## src/rtl/picoMIPS_package.sv

```systemverilog
// Shared picoMIPS configuration constants.
package picoMIPS_package;

  localparam int PMEM_WIDTH = 8;

endpackage : picoMIPS_package

```

## src/rtl/pc_fetch.sv

```systemverilog
// picoMIPS program counter and fetch sequencer: BOOT/RUN/HALT control driving the pmem address.
// Optional build macro PC_WRAP_TRAP_EN: sequential PC overflow halts the core and sets sticky wrap_err.
module pc_fetch #(
  parameter int                    PMEM_WIDTH = picoMIPS_package::PMEM_WIDTH,
  parameter logic [PMEM_WIDTH-1:0] RESET_PC   = '0
) (
  input  logic                  clk,
  input  logic                  nReset,
  input  logic                  stall,
  input  logic                  halt,
  input  logic                  resume,
  input  logic                  jump_en,
  input  logic [PMEM_WIDTH-1:0] jump_addr,
  input  logic                  branch_en,
  input  logic [PMEM_WIDTH-1:0] branch_off,
  output logic [PMEM_WIDTH-1:0] pc,
  output logic                  pc_valid,
  output logic                  halted,
  output logic                  wrap_err
);

  typedef enum logic [1:0] {
    ST_BOOT = 2'd0,
    ST_RUN  = 2'd1,
    ST_HALT = 2'd2
  } state_t;

  state_t                  state, state_next;
  logic [PMEM_WIDTH-1:0]   pc_q, pc_next;
  logic [PMEM_WIDTH-1:0]   pc_inc;
  logic [PMEM_WIDTH-1:0]   pc_branch;
  logic                    advance;

  assign pc_inc    = pc_q + PMEM_WIDTH'(1);
  assign pc_branch = pc_q + branch_off;

`ifdef PC_WRAP_TRAP_EN
  logic wrap_q;
  logic wrap_set;
`endif

  // NOTE: every signal written here gets a default first, so no path leaves it unassigned (no latches).
  always_comb begin
    state_next = state;
    pc_next    = pc_q;
    advance    = 1'b0;
`ifdef PC_WRAP_TRAP_EN
    wrap_set   = 1'b0;
`endif

    unique case (state)
      ST_BOOT: begin
        state_next = ST_RUN;
      end

      ST_RUN: begin
        if (halt) begin
          state_next = ST_HALT;
        end else if (stall) begin
          pc_next = pc_q;
        end else if (jump_en) begin
          pc_next = jump_addr;
        end else if (branch_en) begin
          pc_next = pc_branch;
        end else begin
          advance = 1'b1;
        end
      end

      ST_HALT: begin
        // Resume beats a re-decoded HALT at the frozen pc.
        if (resume) begin
          advance = 1'b1;
        end
      end

      default: begin
        state_next = ST_BOOT;
      end
    endcase

    // Sequential step shared by RUN increment and HALT resume.
    if (advance) begin
`ifdef PC_WRAP_TRAP_EN
      if (pc_q == '1) begin
        state_next = ST_HALT;
        wrap_set   = 1'b1;
      end else begin
        pc_next    = pc_inc;
        state_next = ST_RUN;
      end
`else
      pc_next    = pc_inc;
      state_next = ST_RUN;
`endif
    end
  end

  // NOTE: state registers use non-blocking assignments so every flop samples pre-edge values.
  always_ff @(posedge clk or negedge nReset) begin
    if (!nReset) begin
      state <= ST_BOOT;
      pc_q  <= RESET_PC;
    end else begin
      state <= state_next;
      pc_q  <= pc_next;
    end
  end

`ifdef PC_WRAP_TRAP_EN
  always_ff @(posedge clk or negedge nReset) begin
    if (!nReset) begin
      wrap_q <= 1'b0;
    end else if (wrap_set) begin
      wrap_q <= 1'b1;
    end
  end

  assign wrap_err = wrap_q;
`else
  assign wrap_err = 1'b0;
`endif

  // Status outputs decode only the state register, so data inputs cannot glitch them.
  assign pc       = pc_q;
  assign pc_valid = (state == ST_RUN);
  assign halted   = (state == ST_HALT);

endmodule : pc_fetch

```

## config.mk

```make
export PLATFORM = sky130hd
export DESIGN_NAME = pc_fetch
export DESIGN_NICKNAME = d
export VERILOG_FILES = /design/src/rtl/picoMIPS_package.sv /design/src/rtl/pc_fetch.sv
export SDC_FILE = /design/constraint.sdc
export NUM_CORES = 1
export LEC_CHECK = 0
export BUFFER_PORTS_ARGS = -buffer_cell sky130_fd_sc_hd__buf_2
export CAP_MARGIN = 40
export CORE_UTILIZATION = 54
export DETAILED_ROUTE_END_ITERATION = 10
export GPL_ROUTABILITY_DRIVEN = 0
export HOLD_SLACK_MARGIN = 0.02
export PLACE_DENSITY = 0.85
export SETUP_SLACK_MARGIN = 0.05
export SLEW_MARGIN = 20
export SYNTH_ARGS = -nofsm -noshare
export SYNTH_HDL_FRONTEND = slang
export SYNTH_SLANG_ARGS = --single-unit
```

## constraint.sdc

```tcl
create_clock -name clk -period 5.8 [get_ports clk]
set_clock_uncertainty 0.15 [all_clocks]
set_input_delay 0.29 -clock clk [delete_from_list [all_inputs] [get_ports clk]]
set_output_delay 0.29 -clock clk [all_outputs]
set_load 0.1 [all_outputs]
```

==> impl_metrics.csv, run 1 <==
group,metric,value,unit
outcome,status,"completed",
grt,grt_antenna_before_repair,0,
clocking,cts_tree,"yes",
place,port_buffers,32,
die,initial_utilization,58.4,%
worst_setup_path,startpoint_type,"register",
clocking,cts_repair_resize_count,0,
detailed_routing,viasPerCell,6.28,
grt,grt_pass1_vias,1076,
clocking,hold_buffers,1,
detailed_routing,finalWirelength,2.62,mm
place,place_area,1190,um2
cells_and_area,fill_cells,156,
die,num_io_pins,34,
detailed_routing,vias,1124,
cells_and_area,areaGrowthSynthToFinish,20.4,%
worst_setup_path,timing.rr.start,"state[0]$_DFFE_PN0P_",
sta,grt_setup_unrepaired,"no",
die,floorplan.die.height,45.7,um
worst_setup_path,path_cells,"inv_1, ha_1, and3_1, a31oi_1, nor2_1, a311o_1, o211a_1",
grt,grt_pass1_wl,4.44,mm
synthesis,most_common_flop_cell_mapped_by_yosys,"sky130_fd_sc_hd__dfrtp_1",
cells_and_area,final_antenna_diode_count,0,
worst_setup_path,setup.worst_path.class,"reg -> reg",
grt,grt.total_usage,29.8,%
hold_path,holdCritPathClass,"in -> reg",
sta,tns,0,ns
clocking,clock_sink_total,10,
worst_setup_path,cp_data_required_time,5.82,ns
sta,final.period_utilization,42.6,%
synthesis,synth.top_cell.area_share,24.3,%
hold_path,min_from,"jump_addr[6]",
cells_and_area,final_cell_area,1240,um2
worst_setup_path,startpoint,"state[0]$_DFFE_PN0P_",
clocking,cts_setup_buffers,0,
cells_and_area,seq_area,250,um2
clocking,clk_pin_slew_worst_paths,0.07,ns
run,drv.max_cap_violation_count,0,
worst_setup_path,worst_setup_path_end_kind,"register",
synthesis,post_synth_edffs,0,
synthesis,async_reset_ff_share,100,%
synthesis,syn_avg_cell_area,8.51,um2
synthesis,synth_seq_area_share,24.3,%
synthesis,synthDominantAreaCellType,"sky130_fd_sc_hd__dfrtp_1",
clocking,clock-root-buffer,"sky130_fd_sc_hd__clkbuf_4",
synthesis,synth-warning-count,0,
synthesis,syn-num-nets,156,
cells_and_area,multiInputGateArea,726,um2
place,dp_hpwl,2.02,mm
cells_and_area,drive_above_1_share,26.6,%
die,fp-row-count,15,
detailed_routing,drc_violation_count_after_routing,0,
clocking,cts_buffers,3,
cells_and_area,fin_nets,190,
worst_setup_path,timing.critical_path.slowest_stage_cell,"sky130_fd_sc_hd__a31oi_1",
detailed_routing,drt_first_iter_violations,35,
sta,finalHoldViolCount,0,
worst_setup_path,critical_path_peak_fanout,8,
sta,finalMaxSlewViolations,0,
die,chipWidth,45.7,um
detailed_routing,route.antenna.remaining_nets,0,
sta,worst-slew-pin-transition,0.672,ns
synthesis,distinct_cell_type_count_of_the_synthesized_netlist,42,
synthesis,synth.cell_area,1030,um2
synthesis,seq_cells_post_synth,10,
grt,grt_start_max_net_pins,19,
sta,final.min_clock_period,2.47,ns
worst_setup_path,critPathArrivalTime,2.50,ns
clocking,cts.htree.levels,1,
detailed_routing,wl_per_cell,14.6,um
synthesis,ys_top_cells_by_area,"sky130_fd_sc_hd__dfrtp_1 24%, sky130_fd_sc_hd__ha_1 13%, sky130_fd_sc_hd__a211oi_1 5.8%, sky130_fd_sc_hd__nor2_1 4.0%, sky130_fd_sc_hd__nor3_1 2.9%",
worst_setup_path,critical_path.max_stage_delay,0.53,ns
clocking,clock_latency,0.28,ns
sta,final-setup-viol-count,0,
die,die-area,2090,um2
grt,gr-total-overflow,0,
worst_setup_path,critical_path.n_buffers_inverters,1,
clocking,clock_path_buffers,2,
sta,maximum_clock_rate,404,MHz
die,coreArea,1760,um2
synthesis,postSynthCellCount,121,
detailed_routing,detailedRoute.firstPassIterationCount,5,
sta,slew_headroom,55.0,%
worst_setup_path,timing.critical_path.max_delay_family,"compound AO/OA/AOI/OAI gates",
[sequential cells by signal, summed over array words and instances, names as in the netlist]
| register | count |
|---|---|
| pc | 8 |
| state | 2 |
[cell usage in the layout (no fill, tap or decap), types with 2 or more instances in the layout]
cell and count:
sky130_fd_sc_hd__dfrtp_1 10, sky130_fd_sc_hd__and3_1 3, sky130_fd_sc_hd__ha_1 11, sky130_fd_sc_hd__nand3_1 4, sky130_fd_sc_hd__nor2_1 11, sky130_fd_sc_hd__nand2_1 7, sky130_fd_sc_hd__nand2b_1 2, sky130_fd_sc_hd__nor2b_1 2
sky130_fd_sc_hd__o21ai_0 5, sky130_fd_sc_hd__o31ai_1 2, sky130_fd_sc_hd__a21o_1 3, sky130_fd_sc_hd__a211oi_1 8, sky130_fd_sc_hd__nand4_1 2, sky130_fd_sc_hd__o311a_1 2, sky130_fd_sc_hd__xnor2_1 2, sky130_fd_sc_hd__nor3_1 6
sky130_fd_sc_hd__buf_2 32, sky130_fd_sc_hd__o211ai_1 3, sky130_fd_sc_hd__clkbuf_4 3, sky130_fd_sc_hd__inv_1 7, sky130_fd_sc_hd__or3_1 2, sky130_fd_sc_hd__a221oi_1 3, sky130_fd_sc_hd__o211a_1 2, sky130_fd_sc_hd__a21oi_1 4
[worst reg2reg max path, cell delays in order (launching register included)]
cell and delay [ns]:
sky130_fd_sc_hd__dfrtp_1 0.36, sky130_fd_sc_hd__inv_1 0.07, sky130_fd_sc_hd__ha_1 0.34, sky130_fd_sc_hd__and3_1 0.24, sky130_fd_sc_hd__a31oi_1 0.53, sky130_fd_sc_hd__nor2_1 0.17, sky130_fd_sc_hd__a311o_1 0.39, sky130_fd_sc_hd__o211a_1 0.12
[final timing paths]
check	to	slack (ns)	cells after the start
setup / recovery	pc[5]$_DFFE_PN0P_	3.33	7
hold / removal	pc[6]$_DFFE_PN0P_	0.12	3
setup reg to reg	pc[5]$_DFFE_PN0P_	3.33	7
hold reg to reg	pc[0]$_DFFE_PN0P_	0.42	1
max in group asynchronous	pc[1]$_DFFE_PN0P_	5.03	2
min in group asynchronous	pc[4]$_DFFE_PN0P_	0.27	2
[metrics by stage]
stage / hold slack [ns] / cells / utilization, % / setup WS [ns]
6_report: 0.124 / 179 / 70.3 / 3.33
5_1_grt: 0.121 / 179 / 70.3 / 3.18
4_1_cts: 0.120 / 179 / 70.3 / 3.35
3_5_place_dp: 0.0157 / 174 / 67.7 / 3.36
3_3_place_gp: 0.0104 / 174 / 67.7 / 3.47
2_1_floorplan: -0.156 / 121 / - / 2.82
[Yosys cell counts, types with 4 or more instances]
master and number:
sky130_fd_sc_hd__dfrtp_1 10, sky130_fd_sc_hd__inv_1 7, sky130_fd_sc_hd__nand2_1 7, sky130_fd_sc_hd__ha_1 11, sky130_fd_sc_hd__nor3_1 6, sky130_fd_sc_hd__nor2_1 11
sky130_fd_sc_hd__o21ai_0 5, sky130_fd_sc_hd__a21oi_1 4, sky130_fd_sc_hd__nand3_1 4, sky130_fd_sc_hd__a211oi_1 8
[layer usage]
layer / GRT usage [%] / vias to the layer above / wire length, um
met4: 15.2 / 0 / 39
met1: 35.7 / 527 / 1100
li1: - / 530 / -
met3: 5.95 / 5 / 191
met5: 0 / - / 0
met2: 50.0 / 62 / 1280
[area by class of cell]
type / count / area share [%]
flip-flops and latches: 10 / 20.2
multi-input cells: 100 / 58.5
clock buffers: 4 / 2.93
well taps: 25 / 2.52
repair buffers: 33 / 13.7
inverters: 7 / 2.12
[cell families after synthesis]
kind of cell,share of synthesized area [%]
other,0.364
and+or+nand+nor,22.2
AOI/OAI and AO/OA,28.8
muxes,2.07
buffers and inverters,5.22
DFF,24.3
xor gates and xnor gates,1.70
adders and majority gates,15.3
Power of run 1 is left out: the tool's default activity adds up to more than one toggle a clock period on the data nets, which glitch-free logic cannot reach.
==> run 2: changes to the inputs <==
--- a/config.mk
+++ b/config.mk
@@ -7,11 +7,11 @@
 export LEC_CHECK = 0
 export BUFFER_PORTS_ARGS = -buffer_cell sky130_fd_sc_hd__buf_2
 export CAP_MARGIN = 40
-export CORE_UTILIZATION = 54
+export CORE_UTILIZATION = 50
 export DETAILED_ROUTE_END_ITERATION = 10
 export GPL_ROUTABILITY_DRIVEN = 0
 export HOLD_SLACK_MARGIN = 0.02
-export PLACE_DENSITY = 0.85
+export PLACE_DENSITY = 0.79
 export SETUP_SLACK_MARGIN = 0.05
 export SLEW_MARGIN = 20
 export SYNTH_ARGS = -nofsm -noshare
==> constraint.sdc (replaced) <==
create_clock -name clk -period 2.45 [get_ports clk]
set_clock_uncertainty 0.15 [all_clocks]
set_input_delay 0.1225 -clock clk [delete_from_list [all_inputs] [get_ports clk]]
set_output_delay 0.1225 -clock clk [all_outputs]
set_load 0.1 [all_outputs]
==> run 2 against run 1 <==
  * Global-route usage shrank 2.8 points
  * Final cell count rose by 5.0%
  * Non-clock buffer count grew 7
  * Hold slack got worse by 0.082 ns
==> impl_metrics.csv, run 2 (same netlist as run 1, synthesis figures left out) <==
group,metric,value,unit
cells_and_area,final_antenna_diode_count,0,
worst_setup_path,path_cells,"inv_1, ha_4, or3b_4, or3_4, o311a_1, a311oi_2, o31ai_1",
grt,grt_pass1_vias,947,
worst_setup_path,critPathArrivalTime,2.30,ns
worst_setup_path,setup.worst_path.class,"reg -> reg",
die,fp-row-count,16,
detailed_routing,vias,1105,
detailed_routing,detailedRoute.firstPassIterationCount,4,
clocking,clk_pin_slew_worst_paths,0.07,ns
cells_and_area,seq_area,259,um2
cells_and_area,fin_nets,197,
worst_setup_path,timing.critical_path.slowest_stage_cell,"sky130_fd_sc_hd__or3_4",
place,port_buffers,32,
sta,final.period_utilization,93.9,%
sta,maximum_clock_rate,434,MHz
cells_and_area,largest_register_ffs,8,
clocking,cts_tree,"yes",
die,floorplan.die.height,47.4,um
die,num_io_pins,34,
clocking,clock_path_buffers,2,
grt,grt.total_usage,27.0,%
sta,finalHoldViolCount,0,
run,drv.max_cap_violation_count,0,
clocking,clock_latency,0.27,ns
detailed_routing,viasPerCell,5.88,
grt,grt_start_max_net_pins,18,
sta,final.min_clock_period,2.30,ns
outcome,status,"completed",
clocking,cts_buffers,3,
cells_and_area,post_layout_nonfiller_instances,188,
pwr,pd_cells,1490,nW/um2
worst_setup_path,cp_data_required_time,2.45,ns
worst_setup_path,startpoint_type,"register",
place,dp_slack,0.0801,ns
clocking,clock-root-buffer,"sky130_fd_sc_hd__clkbuf_4",
die,coreArea,1940,um2
cells_and_area,drive_above_1_share,35.4,%
place,dp_hpwl,2.07,mm
detailed_routing,drc_violation_count_after_routing,0,
cells_and_area,most_common_cell_after_layout_fill_and_taps_aside,"sky130_fd_sc_hd__buf_2",
worst_setup_path,critical_path_peak_fanout,7,
worst_setup_path,critical_path.max_stage_delay,0.44,ns
grt,grt_antenna_before_repair,0,
clocking,cts.htree.levels,1,
detailed_routing,drt_first_iter_violations,33,
grt,gr-total-overflow,0,
detailed_routing,route.antenna.remaining_nets,0,
die,initial_utilization,53.0,%
sta,finalWorstSetupSlack,0.148,ns
worst_setup_path,worst_setup_path_end_kind,"register",
die,chipWidth,47.4,um
grt,grt_pass1_wl,4.23,mm
cells_and_area,areaGrowthSynthToFinish,29.5,%
die,die-area,2240,um2
clocking,clock_sink_total,10,
cells_and_area,final_cell_area,1330,um2
pwr,vdd_drop_max,1.24,mV
pwr,static-leakage-power,0.613,nW
cells_and_area,fill_cells,181,
sta,grt_setup_unrepaired,"no",
cells_and_area,core_occupancy_in_the_finished_layout,68.7,%
cells_and_area,leading_cell_types_in_the_layout_fill_and_taps_excluded,"32 x sky130_fd_sc_hd__buf_2, 11 x sky130_fd_sc_hd__nor2_1, 9 x sky130_fd_sc_hd__ha_1, 8 x sky130_fd_sc_hd__a211oi_1",
cells_and_area,multiInputGateArea,761,um2
place,place_inst,180,
hold_path,holdCritPathClass,"in -> reg",
detailed_routing,wl_per_cell,14.3,um
pwr,design_power_total,0.00199,W
detailed_routing,finalWirelength,2.70,mm
place,place_area,1250,um2
sta,final-setup-viol-count,0,
sta,finalMaxSlewViolations,0,
## run 2: cell count changes in the layout (fill, tap and decap cells not counted), moves of 2 or more
cell                            previous run  this run
sky130_fd_sc_hd__dfrtp_2                   0         4
sky130_fd_sc_hd__dfrtp_1                  10         5
sky130_fd_sc_hd__ha_1                     11         9
sky130_fd_sc_hd__dlygate4sd3_1             1         3
sky130_fd_sc_hd__buf_4                     0         5
## run 2: routing by layer
| metal | up-vias | routed length, um | GRT usage (%) |
|---|---|---|---|
| li1 | 546 | - | - |
| met1 | 525 | 1230 | 35.6 |
| met2 | 30 | 1330 | 45.2 |
| met5 | - | 0 | 0 |
| met3 | 4 | 109 | 5.77 |
| met4 | 0 | 27 | 5.71 |
## run 2: final timing paths
kind,start,to,slack [ns],cells past startpoint
hold reg to reg,pc[0]$_DFFE_PN0P_,pc[0]$_DFFE_PN0P_,0.40,1
setup reg to reg,state[1]$_DFFE_PN0P_,pc[6]$_DFFE_PN0P_,0.15,7
max in group asynchronous,nReset,pc[0]$_DFFE_PN0P_,1.80,2
min in group asynchronous,nReset,pc[1]$_DFFE_PN0P_,0.11,2
hold / removal,jump_addr[7],pc[7]$_DFFE_PN0P_,0.04,4
setup / recovery,state[1]$_DFFE_PN0P_,pc[6]$_DFFE_PN0P_,0.15,7
## run 2: cell type report
type / count / share of cell area (%)
well taps: 27 / 2.53
inverters: 7 / 1.97
clock buffers: 4 / 1.97
repair buffers: 40 / 17.1
flip-flops and latches: 10 / 19.4
multi-input cells: 100 / 57.0
## run 2: where the power goes
part / switching, W / internal (W) / total [W]
clock: 0.0000631 / 0.0000631 / 0.000126
combinational: 0.00105 / 0.000437 / 0.00149
sequential: 0.000119 / 0.000259 / 0.000378
total: 0.00123 / 0.000759 / 0.00199
## run 2: critical path, delay by kind of cell, from the launching register on
family                   cells  cell delay, ns
AND/OR/NAND/NOR              2            0.83
AO/OA/AOI/OAI                3            0.49
buffers and inverters        1            0.14
flip-flops                   1            0.39
adder cells (fa/ha/maj)      1            0.17
## run 2: what timing repair did
action | in CTS | in global routing
hold endpoints to repair | 12 | 0
gates resized for setup | 0 | 5
buffers inserted | 0 | 1
hold buffers | 3 | 0
setup endpoints to repair | 0 | 2
## run 2: through the flow
step | hold slack, ns | setup TNS [ns]
final | 0.0419 | 0
after global placement | -0.152 | 0
after CTS | 0.0417 | 0
after floorplan | -0.323 | -0.0327
after detailed placement | -0.146 | 0
after global routing | 0.0418 | 0
(Power assumes the default switching activity.)
